<file path="config.mk">
export PLATFORM = sky130hd
export DESIGN_NAME = multimode_counter_game_p
export DESIGN_NICKNAME = d
export VERILOG_FILES = /design/src/rtl/multimode_counter_game_p.sv
export SDC_FILE = /design/constraint.sdc
export NUM_CORES = 1
export LEC_CHECK = 0
export BUFFER_PORTS_ARGS = -buffer_cell sky130_fd_sc_hd__buf_4
export CORE_MARGIN = 3
export CORE_UTILIZATION = 56
export DETAILED_ROUTE_END_ITERATION = 6
export MAX_ROUTING_LAYER = met4
export PLACE_DENSITY = 0.83
export SLEW_MARGIN = 15
export SYNTH_ARGS = -nofsm -noshare
export SYNTH_HDL_FRONTEND = slang
export SYNTH_SLANG_ARGS = --single-unit
export TNS_END_PERCENT = 30
</file>
<file path="constraint.sdc">
create_clock -name clk -period 4.3 [get_ports clk]
set_input_delay 0.215 -clock clk [delete_from_list [all_inputs] [get_ports clk]]
set_output_delay 0.215 -clock clk [all_outputs]
set_load 0.02 [all_outputs]
</file>
<file path="src/rtl/multimode_counter_game_p.sv">
// ---------------------------------------------------------------------------
// multimode_counter_game_p
//
// Parametrised up/down counter game. A WIDTH-bit counter steps by a small or
// large amount, up or down, selected by a 2-bit mode. Arriving at MAX scores
// a win and arriving at zero scores a loss. The first tally to reach
// GAME_LIMIT ends the game, and the block then freezes until reset.
//
// Optional feature macro: COUNTER_SATURATE_EN
//   defined   -> counting clamps at MAX / 0 instead of wrapping
//   undefined -> counting wraps modulo 2^WIDTH
//   Loads are never clamped.
//
// Ports:
//   clk         in   single clock, all state changes on posedge
//   reset       in   synchronous active-low reset
//   enable      in   count enable (a load is still accepted when low)
//   init_load   in   load strobe, has priority over enable
//   initvalue   in   [WIDTH]   load value
//   up_down     in   [2]       00 +small, 01 +large, 10 -small, 11 -large
//   counter     out  [WIDTH]   current count (registered)
//   winner      out  one-cycle pulse, counter has just entered MAX
//   loser       out  one-cycle pulse, counter has just entered 0
//   gameover    out  high from the deciding edge until reset
//   who         out  [2]       00 none, 10 winner decided, 01 loser decided
//   win_tally   out  [TALLY_W] wins so far (saturating)
//   lose_tally  out  [TALLY_W] losses so far (saturating)
// ---------------------------------------------------------------------------
module multimode_counter_game_p #(
    parameter int WIDTH      = 4,
    parameter int STEP_SMALL = 1,
    parameter int STEP_LARGE = 2,
    parameter int GAME_LIMIT = 15,
    parameter int TALLY_W    = $clog2(GAME_LIMIT + 1)
) (
    input  logic               clk,
    input  logic               reset,
    input  logic               enable,
    input  logic               init_load,
    input  logic [WIDTH-1:0]   initvalue,
    input  logic [1:0]         up_down,
    output logic [WIDTH-1:0]   counter,
    output logic               winner,
    output logic               loser,
    output logic               gameover,
    output logic [1:0]         who,
    output logic [TALLY_W-1:0] win_tally,
    output logic [TALLY_W-1:0] lose_tally
);

    localparam logic       ST_PLAY = 1'b0;
    localparam logic       ST_OVER = 1'b1;

    localparam logic [WIDTH-1:0]   MAX_VAL = {WIDTH{1'b1}};
    localparam logic [WIDTH:0]     STEP_S  = (WIDTH + 1)'(STEP_SMALL);
    localparam logic [WIDTH:0]     STEP_L  = (WIDTH + 1)'(STEP_LARGE);
    localparam logic [TALLY_W-1:0] LIMIT_T = TALLY_W'(GAME_LIMIT);
    localparam logic [TALLY_W-1:0] ONE_T   = TALLY_W'(1);

    logic             state;
    logic [WIDTH:0]   step;
    logic [WIDTH:0]   up_sum;
    logic [WIDTH:0]   down_diff;
    logic [WIDTH-1:0] next_count;
    logic             hit_max;
    logic             hit_zero;

    // Next count in PLAY. The extra top bit of up_sum/down_diff is the
    // carry/borrow; it is discarded for wrap and used to clamp when saturating.
    always_comb begin
        step       = up_down[0] ? STEP_L : STEP_S;
        up_sum     = {1'b0, counter} + step;
        down_diff  = {1'b0, counter} - step;
        next_count = counter;
        if (init_load) begin
            next_count = initvalue;
        end else if (enable) begin
            if (!up_down[1]) begin
`ifdef COUNTER_SATURATE_EN
                next_count = up_sum[WIDTH] ? MAX_VAL : up_sum[WIDTH-1:0];
`else
                next_count = up_sum[WIDTH-1:0];
`endif
            end else begin
`ifdef COUNTER_SATURATE_EN
                next_count = down_diff[WIDTH] ? '0 : down_diff[WIDTH-1:0];
`else
                next_count = down_diff[WIDTH-1:0];
`endif
            end
        end
    end

    // Entry detection: only a change into MAX or 0 scores, never a hold.
    assign hit_max  = (next_count == MAX_VAL) && (counter != MAX_VAL);
    assign hit_zero = (next_count == '0) && (counter != '0);

    // Registered game state. The deciding tally increment, gameover, who and
    // the move to OVER all happen on the same edge as the pulse.
    always_ff @(posedge clk) begin
        if (!reset) begin
            state      <= ST_PLAY;
            counter    <= '0;
            winner     <= 1'b0;
            loser      <= 1'b0;
            gameover   <= 1'b0;
            who        <= 2'b00;
            win_tally  <= '0;
            lose_tally <= '0;
        end else if (state == ST_PLAY) begin
            counter <= next_count;
            winner  <= hit_max;
            loser   <= hit_zero;
            if (hit_max && (win_tally != LIMIT_T)) begin
                win_tally <= win_tally + ONE_T;
                if ((win_tally + ONE_T) == LIMIT_T) begin
                    gameover <= 1'b1;
                    who      <= 2'b10;
                    state    <= ST_OVER;
                end
            end
            if (hit_zero && (lose_tally != LIMIT_T)) begin
                lose_tally <= lose_tally + ONE_T;
                if ((lose_tally + ONE_T) == LIMIT_T) begin
                    gameover <= 1'b1;
                    who      <= 2'b01;
                    state    <= ST_OVER;
                end
            end
        end else begin
            winner <= 1'b0;
            loser  <= 1'b0;
        end
    end

endmodule
</file>
==> results.cfg <==
[status]
status = completed

[power]
power_frac_comb_pct = 21.6
net-switching-power_uw = 99.7
intPower_uw = 258
p_seq_share_pct = 50.5
ir_drop_uv = 197
total_power_uw = 358
total_leakage_power_uw = 0.000562
p_sw_share_pct = 27.9
p_per_area_nw_per_um2 = 263
p_clk_share_pct = 27.9

[clock_network]
clock_path_buffers = 2
ctsHoldBuffers = 0
cts.clk_slew.worst_paths_ns = 0.09
cts_buffers = 3
cts_max_level = 1
cts_resized = 0
clock_latency_ns = 0.28
cts_sinks = 18
cts_root_buf = clkbuf_4
postCtsSetupBuffers = 0
tritoncts = built

[floorplanning]
start_util_pct = 61.9
core-area_um2 = 1800
io_pins = 27
dieArea_um2 = 2560
die_h_um = 50.6
rows = 15
dieWidth_um = 50.6

[synth]
ys_async_sr_fraction_pct = 0
ys_types = 43
yosys_warnings = 0
yosysSeqAreaShare_pct = 32.3
yosysTopAreaCell = dfxtp_1
ys_seq_elements = 18
yosys_most_used_dff = dfxtp_1
netlist_instances = 130
synthesis.area_um2 = 1120
synth.area.top_cells = dfxtp_1, ha_1, nand2_1, a21oi_1, o31a_1
syn_nets = 148
synth_edf_count = 0
synth_area_per_cell_um2 = 8.59
synth_top_area_share_pct = 32.3

[cells_and_area]
diodes = 0
drive_above_1_share_pct = 22.4
mostFrequentLayoutCells = buf_4, dfxtp_1, nand2_1
final_common_cell = buf_4
areaGrowthSynthToFinish_pct = 22.1
fillCellCount = 148
fin_cells = 181
finalNetCount = 175

[critical_path]
critical_path.max_stage_delay_ns = 0.43
endpoint_kind = flop
crit_chain = inv_1 > ha_1 > fa_1 > and2_1 > o31a_1 > nor4_2 > nand3_2 > or4_1 > nand2_1
path_delay_family = simple AND/OR/NAND/NOR gates
crit_slowest_cell = fa_1
crit_required_ns = 4.53
cp-start-kind = flop
cp.arrival_ns = 2.94
cp_num_buf_inv = 1
path_class = reg -> reg
cp_max_fo = 7

[timing]
setup_viol = 0
clock_skew_ns = 0.00303
layout_min_cycle_time_ns = 2.70
slew_headroom_pct = 66.0
slew_viol_final = 0
rsz0062_at_grt = no
hold_violations = 0
tns_ns = 0
period_share_pct = 62.9
worst_pin_slew_ns = 0.510
clock.fmax_mhz = 370

[drt]
drt.antenna.violating_nets = 0
via_count = 1023
dr.pass1.iters = 4
drc = 0
initialDrtViolationCount = 22
via_per_inst = 5.65
routed_wl_um = 2410
wl_per_cell_um = 13.3

[placement]
gp_congestion = 0.885
dpl.cell_count = 177
numPortBuffers = 26
hpwlAfterDp_um = 1860

[global_routing]
grt.total_usage_pct = 22.3
grt_remaining_overflow = 0
grt_pass1_vias = 1013
grt_pass1_wl_um = 4300
grt_max_degree = 16
antenna_found_initial = 0

[job]
maxCapViolCount = 0

[hold_path]
hold_class = in -> reg
path summary, 6_finish.rpt:
kind                    from            to  slack, ns  cells after the start
setup reg to reg  counter[0]  win_tally[3]       1.60                      9
hold / removal         reset         state       0.22                      2
setup / recovery  counter[0]  win_tally[3]       1.60                      9
hold reg to reg       who[0]        who[0]       0.48                      2
metal layers:
metal	GRT usage, %	routed length [µm]	vias up
met4	8.97	27	0
li1	-	-	531
met2	34.8	1100	22
met3	2.67	98	4
met5	-	0	-
met1	29.3	1180	466
sequential cells by signal, summed over array words and instances, names as in the netlist:
name and flops:
counter 4, lose_tally 4, win_tally 4, who 2, gameover 1, loser 1, state 1, winner 1
cell type report:
cell class | instances | area, µm² | area share, %
Clock buffer | 4 | 36.3 | 2.66
Sequential cell | 18 | 360 | 26.4
Multi-Input combinational cell | 100 | 709 | 52.1
Tap cell | 25 | 31.3 | 2.30
Timing Repair Buffer | 26 | 195 | 14.3
Inverter | 8 | 30.0 | 2.20
cells in the mapped netlist (all sizes together) (2+ instances only):
cell type   n
inv         8
dfxtp      18
o21ai       4
o31a        4
nor2b       4
nor3        5
and2        2
xnor2       3
or4         2
nand2      14
nand3b      3
a21oi       7
clkbuf      3
ha          7
a211oi      2
nor2        8
nand4       3
nor4        3
mux2i       2
nand3       6
nor3b       4
worst register-to-register path, cell delays in order (launching register included):
cell and delay (ns):
dfxtp_1 0.42, inv_1 0.08, ha_1 0.22, fa_1 0.43, and2_1 0.16, o31a_1 0.28
nor4_2 0.36, nand3_2 0.21, or4_1 0.42, nand2_1 0.07
logic make-up after synthesis:
logic type	Yosys count	synth area share, %
AOI/OAI and AO/OA	25	15.8
xor gates and xnor gates	4	3.14
buffers and inverters	12	4.15
muxes	2	1.79
and+or+nand+nor	61	33.2
adders and majority gates	8	9.64
DFF	18	32.3
power by group through the flow:
stage	combinational [µW]	clock [µW]	sequential, µW
after floorplan	45.1	0	189
after global placement	74.8	0	183
after detailed placement	76.6	0	184
after CTS	77.0	105	181
after global routing	85.6	113	182
final	77.3	99.9	181
per-stage QoR:
stage,worst slack (ns),hold slack (ns),cell area [µm²],util (%)
2_1_floorplan,1.70,0.497,1120,-
3_3_place_gp,1.70,0.448,1330,73.6
4_1_cts,1.58,0.206,1360,75.6
5_1_grt,1.41,0.203,1360,75.6
6_report,1.60,0.218,1360,75.6
3_5_place_dp,1.61,0.464,1330,73.6
No activity file was read; power rests on OpenSTA's default activity.
